`src/rtl/hood_mode_controller_if.sv`:
```
// Button pulses into, and mode/timer status out of, the hood mode sequencer.
`default_nettype none

interface hood_mode_controller_if #(
    parameter int MODE_WIDTH = 3,
    parameter int TIME_WIDTH = 8
);
    logic                  power_btn;
    logic                  standby_btn;
    logic                  mode1_btn;
    logic                  mode2_btn;
    logic                  mode3_btn;
    logic                  clean_btn;
    logic [MODE_WIDTH-1:0] current_mode;
    logic [TIME_WIDTH-1:0] remaining_sec;
    logic                  hurricane_used;
    logic                  fan_on;
    logic                  clean_done;

    modport master (
        output power_btn, standby_btn, mode1_btn, mode2_btn, mode3_btn, clean_btn,
        input  current_mode, remaining_sec, hurricane_used, fan_on, clean_done
    );

    modport slave (
        input  power_btn, standby_btn, mode1_btn, mode2_btn, mode3_btn, clean_btn,
        output current_mode, remaining_sec, hurricane_used, fan_on, clean_done
    );
endinterface

`default_nettype wire

```
`src/rtl/hood_mode_controller.sv`:
```
// Exhaust hood mode sequencer: decodes button pulses into current_mode and owns the
// hurricane, exit-delay and self-clean timers.
`default_nettype none

module hood_mode_controller #(
    parameter int MODE_WIDTH    = 3,
    parameter int TIME_WIDTH    = 8,
    parameter int COUNTER_1SEC  = 100000000,
    parameter int HURRICANE_SEC = 60,
    parameter int EXIT_SEC      = 60,
    parameter int CLEAN_SEC     = 180
) (
    input  wire logic              clk,
    input  wire logic              rst,
    hood_mode_controller_if.slave  bus
);
    localparam int PS_W = (COUNTER_1SEC > 1) ? $clog2(COUNTER_1SEC) : 1;

    typedef enum logic [2:0] {
        ST_OFF     = 3'd0,
        ST_STANDBY = 3'd1,
        ST_FIRST   = 3'd2,
        ST_SECOND  = 3'd3,
        ST_THIRD   = 3'd4,
        ST_EXIT    = 3'd5,
        ST_CLEAN   = 3'd6,
        ST_UNUSED  = 3'd7
    } mode_t;

    typedef enum logic [2:0] {
        BTN_NONE, BTN_POWER, BTN_CLEAN, BTN_MODE3, BTN_MODE2, BTN_MODE1, BTN_STANDBY
    } btn_t;

    mode_t                 state;
    mode_t                 next_state;
    btn_t                  winner;
    logic                  next_done;
    logic                  tick;
    logic                  last_sec;
    logic [PS_W-1:0]       prescaler;
    logic [TIME_WIDTH-1:0] remaining;
    logic                  used;
    logic                  fan;
    logic                  done;

    function automatic logic is_timed(input mode_t m);
        return (m == ST_THIRD) || (m == ST_EXIT) || (m == ST_CLEAN);
    endfunction

    function automatic logic [TIME_WIDTH-1:0] load_value(input mode_t m);
        case (m)
            ST_THIRD: return TIME_WIDTH'(HURRICANE_SEC);
            ST_EXIT:  return TIME_WIDTH'(EXIT_SEC);
            ST_CLEAN: return TIME_WIDTH'(CLEAN_SEC);
            default:  return '0;
        endcase
    endfunction

    // Only the highest-priority pulse is ever considered by the state logic.
    always_comb begin
        winner = BTN_NONE;
        if      (bus.power_btn)   winner = BTN_POWER;
        else if (bus.clean_btn)   winner = BTN_CLEAN;
        else if (bus.mode3_btn)   winner = BTN_MODE3;
        else if (bus.mode2_btn)   winner = BTN_MODE2;
        else if (bus.mode1_btn)   winner = BTN_MODE1;
        else if (bus.standby_btn) winner = BTN_STANDBY;
    end

    assign tick     = (prescaler == PS_W'(COUNTER_1SEC - 1));
    assign last_sec = tick && (remaining == TIME_WIDTH'(1));

    always_comb begin
        next_state = state;
        next_done  = 1'b0;
        case (state)
            ST_OFF: begin
                if (winner == BTN_POWER) next_state = ST_STANDBY;
            end
            ST_STANDBY, ST_FIRST, ST_SECOND: begin
                case (winner)
                    BTN_POWER:   next_state = ST_OFF;
                    BTN_CLEAN:   if (state == ST_STANDBY) next_state = ST_CLEAN;
                    BTN_MODE3:   if (!used) next_state = ST_THIRD;
                    BTN_MODE2:   next_state = ST_SECOND;
                    BTN_MODE1:   next_state = ST_FIRST;
                    BTN_STANDBY: next_state = ST_STANDBY;
                    default:     next_state = state;
                endcase
            end
            ST_THIRD: begin
                if (winner == BTN_POWER || winner == BTN_STANDBY) next_state = ST_EXIT;
                else if (last_sec)                                 next_state = ST_SECOND;
            end
            ST_EXIT: begin
                if (winner == BTN_POWER) next_state = ST_OFF;
                else if (last_sec)       next_state = ST_STANDBY;
            end
            ST_CLEAN: begin
                if (winner == BTN_POWER) begin
                    next_state = ST_OFF;
                end else if (last_sec) begin
                    next_state = ST_STANDBY;
                    next_done  = 1'b1;
                end
            end
            default: next_state = ST_OFF;
        endcase
    end

    always_ff @(posedge clk) begin
        if (rst) begin
            state     <= ST_OFF;
            remaining <= '0;
            prescaler <= '0;
            used      <= 1'b0;
            fan       <= 1'b0;
            done      <= 1'b0;
        end else begin
            state <= next_state;
            fan   <= (next_state inside {ST_FIRST, ST_SECOND, ST_THIRD, ST_EXIT, ST_CLEAN});
            done  <= next_done;

            if (next_state == ST_OFF)        used <= 1'b0;
            else if (next_state == ST_THIRD) used <= 1'b1;

            // A timed state that is still held here always has remaining >= 2 at a tick.
            if (next_state != state) begin
                remaining <= load_value(next_state);
                prescaler <= '0;
            end else if (is_timed(state)) begin
                if (tick) begin
                    prescaler <= '0;
                    remaining <= remaining - TIME_WIDTH'(1);
                end else begin
                    prescaler <= prescaler + PS_W'(1);
                end
            end else begin
                remaining <= '0;
                prescaler <= '0;
            end
        end
    end

    assign bus.current_mode   = MODE_WIDTH'(state);
    assign bus.remaining_sec  = remaining;
    assign bus.hurricane_used = used;
    assign bus.fan_on         = fan;
    assign bus.clean_done     = done;

endmodule

`default_nettype wire
```
`src/flat_wrapper.sv`:
```
// flat-port wrapper written by rule: the top's interface ports become plain ports
module hood_mode_controller_flat 
#(
    parameter int MODE_WIDTH    = 3,
    parameter int TIME_WIDTH    = 8,
    parameter int COUNTER_1SEC  = 100000000,
    parameter int HURRICANE_SEC = 60,
    parameter int EXIT_SEC      = 60,
    parameter int CLEAN_SEC     = 180
)
  (clk, rst, bus_power_btn, bus_standby_btn, bus_mode1_btn, bus_mode2_btn, bus_mode3_btn, bus_clean_btn, bus_current_mode, bus_remaining_sec, bus_hurricane_used, bus_fan_on, bus_clean_done);
  hood_mode_controller_if #(.MODE_WIDTH(MODE_WIDTH), .TIME_WIDTH(TIME_WIDTH)) bus_i ();
  input  wire logic clk;
  input  wire logic rst;
  input wire logic [$bits(bus_i.power_btn)-1:0] bus_power_btn;
  input wire logic [$bits(bus_i.standby_btn)-1:0] bus_standby_btn;
  input wire logic [$bits(bus_i.mode1_btn)-1:0] bus_mode1_btn;
  input wire logic [$bits(bus_i.mode2_btn)-1:0] bus_mode2_btn;
  input wire logic [$bits(bus_i.mode3_btn)-1:0] bus_mode3_btn;
  input wire logic [$bits(bus_i.clean_btn)-1:0] bus_clean_btn;
  output wire logic [$bits(bus_i.current_mode)-1:0] bus_current_mode;
  output wire logic [$bits(bus_i.remaining_sec)-1:0] bus_remaining_sec;
  output wire logic [$bits(bus_i.hurricane_used)-1:0] bus_hurricane_used;
  output wire logic [$bits(bus_i.fan_on)-1:0] bus_fan_on;
  output wire logic [$bits(bus_i.clean_done)-1:0] bus_clean_done;
  assign bus_i.power_btn = bus_power_btn;
  assign bus_i.standby_btn = bus_standby_btn;
  assign bus_i.mode1_btn = bus_mode1_btn;
  assign bus_i.mode2_btn = bus_mode2_btn;
  assign bus_i.mode3_btn = bus_mode3_btn;
  assign bus_i.clean_btn = bus_clean_btn;
  assign bus_current_mode = bus_i.current_mode;
  assign bus_remaining_sec = bus_i.remaining_sec;
  assign bus_hurricane_used = bus_i.hurricane_used;
  assign bus_fan_on = bus_i.fan_on;
  assign bus_clean_done = bus_i.clean_done;
  hood_mode_controller #(.MODE_WIDTH(MODE_WIDTH), .TIME_WIDTH(TIME_WIDTH), .COUNTER_1SEC(COUNTER_1SEC), .HURRICANE_SEC(HURRICANE_SEC), .EXIT_SEC(EXIT_SEC), .CLEAN_SEC(CLEAN_SEC)) u_core (.clk(clk), .rst(rst), .bus(bus_i));
endmodule
```
`config.mk`:
```
export PLATFORM = sky130hd
export DESIGN_NAME = hood_mode_controller_flat
export DESIGN_NICKNAME = d
export VERILOG_FILES = /design/src/rtl/hood_mode_controller_if.sv /design/src/rtl/hood_mode_controller.sv /design/src/flat_wrapper.sv
export SDC_FILE = /design/constraint.sdc
export NUM_CORES = 1
export LEC_CHECK = 0
export CORE_ASPECT_RATIO = 1.75
export CORE_MARGIN = 1
export CORE_UTILIZATION = 60
export DETAILED_ROUTE_END_ITERATION = 16
export DONT_BUFFER_PORTS = 1
export PLACE_DENSITY_LB_ADDON = 0.08
export SYNTH_ARGS = -nofsm -noshare
export SYNTH_HDL_FRONTEND = slang
export SYNTH_SLANG_ARGS = --single-unit
```
`constraint.sdc`:
```
create_clock -name clk -period 8 [get_ports clk]
set_clock_uncertainty 0.1 [all_clocks]
set_input_delay 0 -clock clk [delete_from_list [all_inputs] [get_ports clk]]
set_output_delay 0 -clock clk [all_outputs]
set_load 0.01 [all_outputs]
```
==> results.toml <==
[clocking]
cts_buffers = 5
cts_buffer_depth = 2
root_buffer = "clkbuf_8"
cts_setup_buffers = 0
path_clk_slew_ns = 0.07
clock_latency_ns = 0.29
cts_max_level = 2
cts_tree = "done"
cts_sinks = 41

[critical_path]
crit_arrival_ns = 4.00
worstRegToRegCells = 9
cpPeakStageDelay_ns = 0.90
crit-reg2reg-launch = "u_core.bus.remaining_sec[0]$_SDFFE_PP0P_"
worst-setup-path-type = "register to register"
cp_cell_sequence = "ha_1 > nor2b_1 > nand3_1 > or4_4 > o41a_1 > and2_1 > o2111ai_2 > or2_1 > nor2_1"
crit_path_end_kind = "register"
rrSetupSlack_ns = 4.04
cpMaxStageDelayCell = "or2_1"
crit_fanout = 17
crit_required_ns = 8.03
startpoint_type = "register"
r2r-end = "u_core.prescaler[13]$_SDFF_PP0_"

[logic_synthesis]
netlist_instances = 257
synth_edf_count = 0
yosys_register_bits = 41
synth_fp_nets = 268
synth_ff_type = "dfxtp_1"
syn-cell-area_um2 = 2200
ys_warn_count = 0
yosysSeqAreaShare_pct = 37.2
synth_xor_area_share_pct = 10.3
syn_area_per_cell_um2 = 8.58
synth-simple-area-share_pct = 31.8
synth_cell_types = 54
async_flop_share_pct = 0
synth_compound_area_share_pct = 15.3
muxShareOfSynthArea_pct = 0
synthAdderAreaFrac_pct = 1.70
synth_top_family_by_area = "simple AND/OR/NAND/NOR gates"

[timing]
min_period_over_period_pct = 49.6
slew_viol_final = 0
max_slew_margin_pct = 28.5
worst_slew_pin_slew_ns = 1.07
tns_ns = 0
setup_viol = 0
max_freq_ghz = 0.252
rsz0062_at_grt = "false"
setup_ws_ns = 4.04
final.min_clock_period_ns = 3.96
hold_violations = 0

[min_path]
min_path_cells = 3
whs_endpoint = "u_core.bus.current_mode[0]$_SDFF_PP0_"
hp-class = "input pin to register"
hp-start = "bus_power_btn"

[place]
gp_congestion = 0.850
hpwl_um = 3360
dp_worst_setup_slack_ns = 4.00
numPortBuffers = 0

[route]
drc = 0
drtIter0Drc = 71
antenna_left = 0
post_drt_wl_per_cell_um = 14.8
viasPerCell = 5.96
vias = 1807
wirelength_um = 4500
drt_first_pass_iters = 4

[global_route]
grt_pass1_vias = 1602
grtUsageTotal_pct = 25.3
grt_start_max_net_pins = 18
grt_pass1_wl_um = 7110
antenna_found_initial = 0
grt_overflow = 0

[die]
initial_core_util_pct = 64.2
die_y_um = 82.2
core_area_um2 = 3430
dieArea_um2 = 3930
io_pins = 22
rows = 28
die_w_um = 47.8

[layout]
final_layout_size_suffix_gt1_share_pct = 10.1
multiInputGateArea_um2 = 1300
seqCellArea_um2 = 821
nets = 268
syn_to_final_growth_pct = 4.71
utilization_pct = 67.2
antenna_cells = 0
n_fill_cell = 315

[pwr]
totalPowerFinal_uw = 373
leakagePower_uw = 0.000746
power.density_nw_per_um2 = 162
ir_worst_vdd_v = 0.000133

[run]
drv_cap = 0

[run_status]
outcome = "finished clean"
critical path, delay by kind of cell, from the launching register on:
| kind | cells | cell delay (ns) |
|---|---|---|
| flops | 1 | 0.46 |
| fa+ha+maj | 1 | 0.18 |
| compound gates | 2 | 0.97 |
| simple gates | 6 | 2.09 |
final cells by class:
| cell class | instances | area share (%) |
|---|---|---|
| tap | 45 | 2.44 |
| clock buffer | 7 | 3.31 |
| clock inverter | 1 | 0.325 |
| multi-input combinational | 200 | 56.5 |
| timing repair buffer | 2 | 0.759 |
| inverter | 7 | 1.14 |
| sequential | 41 | 35.6 |
worst max-delay path by stage:
| stage | slack [ns] | startpoint | to | cells after the start |
|---|---|---|---|---|
| 2_1_floorplan | 5.03 | u_core.bus.remaining_sec[0]$_SDFFE_PP0P_ | u_core.prescaler[16]$_SDFF_PP0_ | 11 |
| 3_3_place_gp | 4.10 | u_core.bus.remaining_sec[0]$_SDFFE_PP0P_ | u_core.prescaler[14]$_SDFF_PP0_ | 9 |
| 3_5_place_dp | 4.00 | u_core.bus.remaining_sec[0]$_SDFFE_PP0P_ | u_core.prescaler[7]$_SDFF_PP0_ | 9 |
| 4_1_cts | 4.00 | u_core.bus.remaining_sec[0]$_SDFFE_PP0P_ | u_core.prescaler[13]$_SDFF_PP0_ | 9 |
| 5_1_grt | 3.72 | u_core.bus.remaining_sec[0]$_SDFFE_PP0P_ | u_core.prescaler[8]$_SDFF_PP0_ | 9 |
| 6_report | 4.04 | u_core.bus.remaining_sec[0]$_SDFFE_PP0P_ | u_core.prescaler[13]$_SDFF_PP0_ | 9 |
stage by stage:
step | instance area [um2] | std cells | hold slack (ns)
floorplan | 2200 | 257 | 0.195
global placement | 2210 | 294 | -0.0275
detailed placement | 2210 | 294 | -0.0284
CTS | 2310 | 303 | 0.0171
global route | 2310 | 303 | 0.0304
finish | 2310 | 303 | 0.0227
layer usage:
| metal | vias up | GRT usage [%] | part of all wire (%) |
|---|---|---|---|
| met5 | - | 0 | 0 |
| met4 | 0 | 10.0 | 1.7 |
| met3 | 4 | 6.52 | 3.4 |
| met2 | 43 | 43.9 | 54 |
| met1 | 850 | 27.8 | 41 |
| li1 | 910 | - | - |
logic make-up (layout without fill, tap and decap cells):
| group | count (synthesis) | after routing |
|---|---|---|
| and+or+nand+nor | 124 | 124 |
| AOI/OAI and AO/OA | 47 | 47 |
| DFF | 41 | 41 |
| xor gates and xnor gates | 26 | 26 |
| buffers and inverters | 16 | 17 |
| adders and majority gates | 3 | 3 |
where the power goes:
part | total [uW] | switching (uW) | internal [uW]
combinational | 29.4 | 16.9 | 12.5
sequential | 215 | 7.95 | 207
clock | 129 | 67.0 | 61.7
cell usage after synthesis (4+ instances only):
master,instances,share of area [%]
a21oi_1,15,3.4
and3_1,9,2.6
clkbuf_1,5,0.85
dfxtp_1,41,37
inv_1,7,1.2
nand2_1,13,2.2
nand3_1,14,3.2
nand4_1,9,2.6
nor2_1,39,6.6
nor2_4,8,4.1
nor3_1,5,1.1
o21a_1,4,1.4
o21ai_0,6,1.4
xnor2_1,8,3.2
xor2_1,18,7.2
layout by cell type (no fill, tap or decap), drive strengths merged, types with 3 or more instances in the layout:
cell / instances
inv: 7
xnor2: 8
clkbuf: 7
nor3b: 3
nor2: 49
and4: 3
xor2: 18
o21ai: 7
and3: 9
dfxtp: 41
a311oi: 3
a21oi: 15
nor3: 6
nand3: 14
ha: 3
nand4: 9
o21a: 4
and2: 3
nand2: 13
what timing repair did:
item	in CTS	in global routing
hold endpoints to repair	11	0
hold buffers	1	0
gates resized for setup	0	0
endpoints found under the setup margin	0	0
flip-flops by register name, indices dropped and copies added (netlist names):
| register | cells |
|---|---|
| u_core.bus.remaining_sec | 8 |
| u_core.prescaler | 27 |
| u_core.bus.current_mode | 3 |
| u_core.bus.hurricane_used | 1 |
| u_core.bus.fan_on | 1 |
| u_core.bus.clean_done | 1 |
Power figures use the tool's default switching activity.
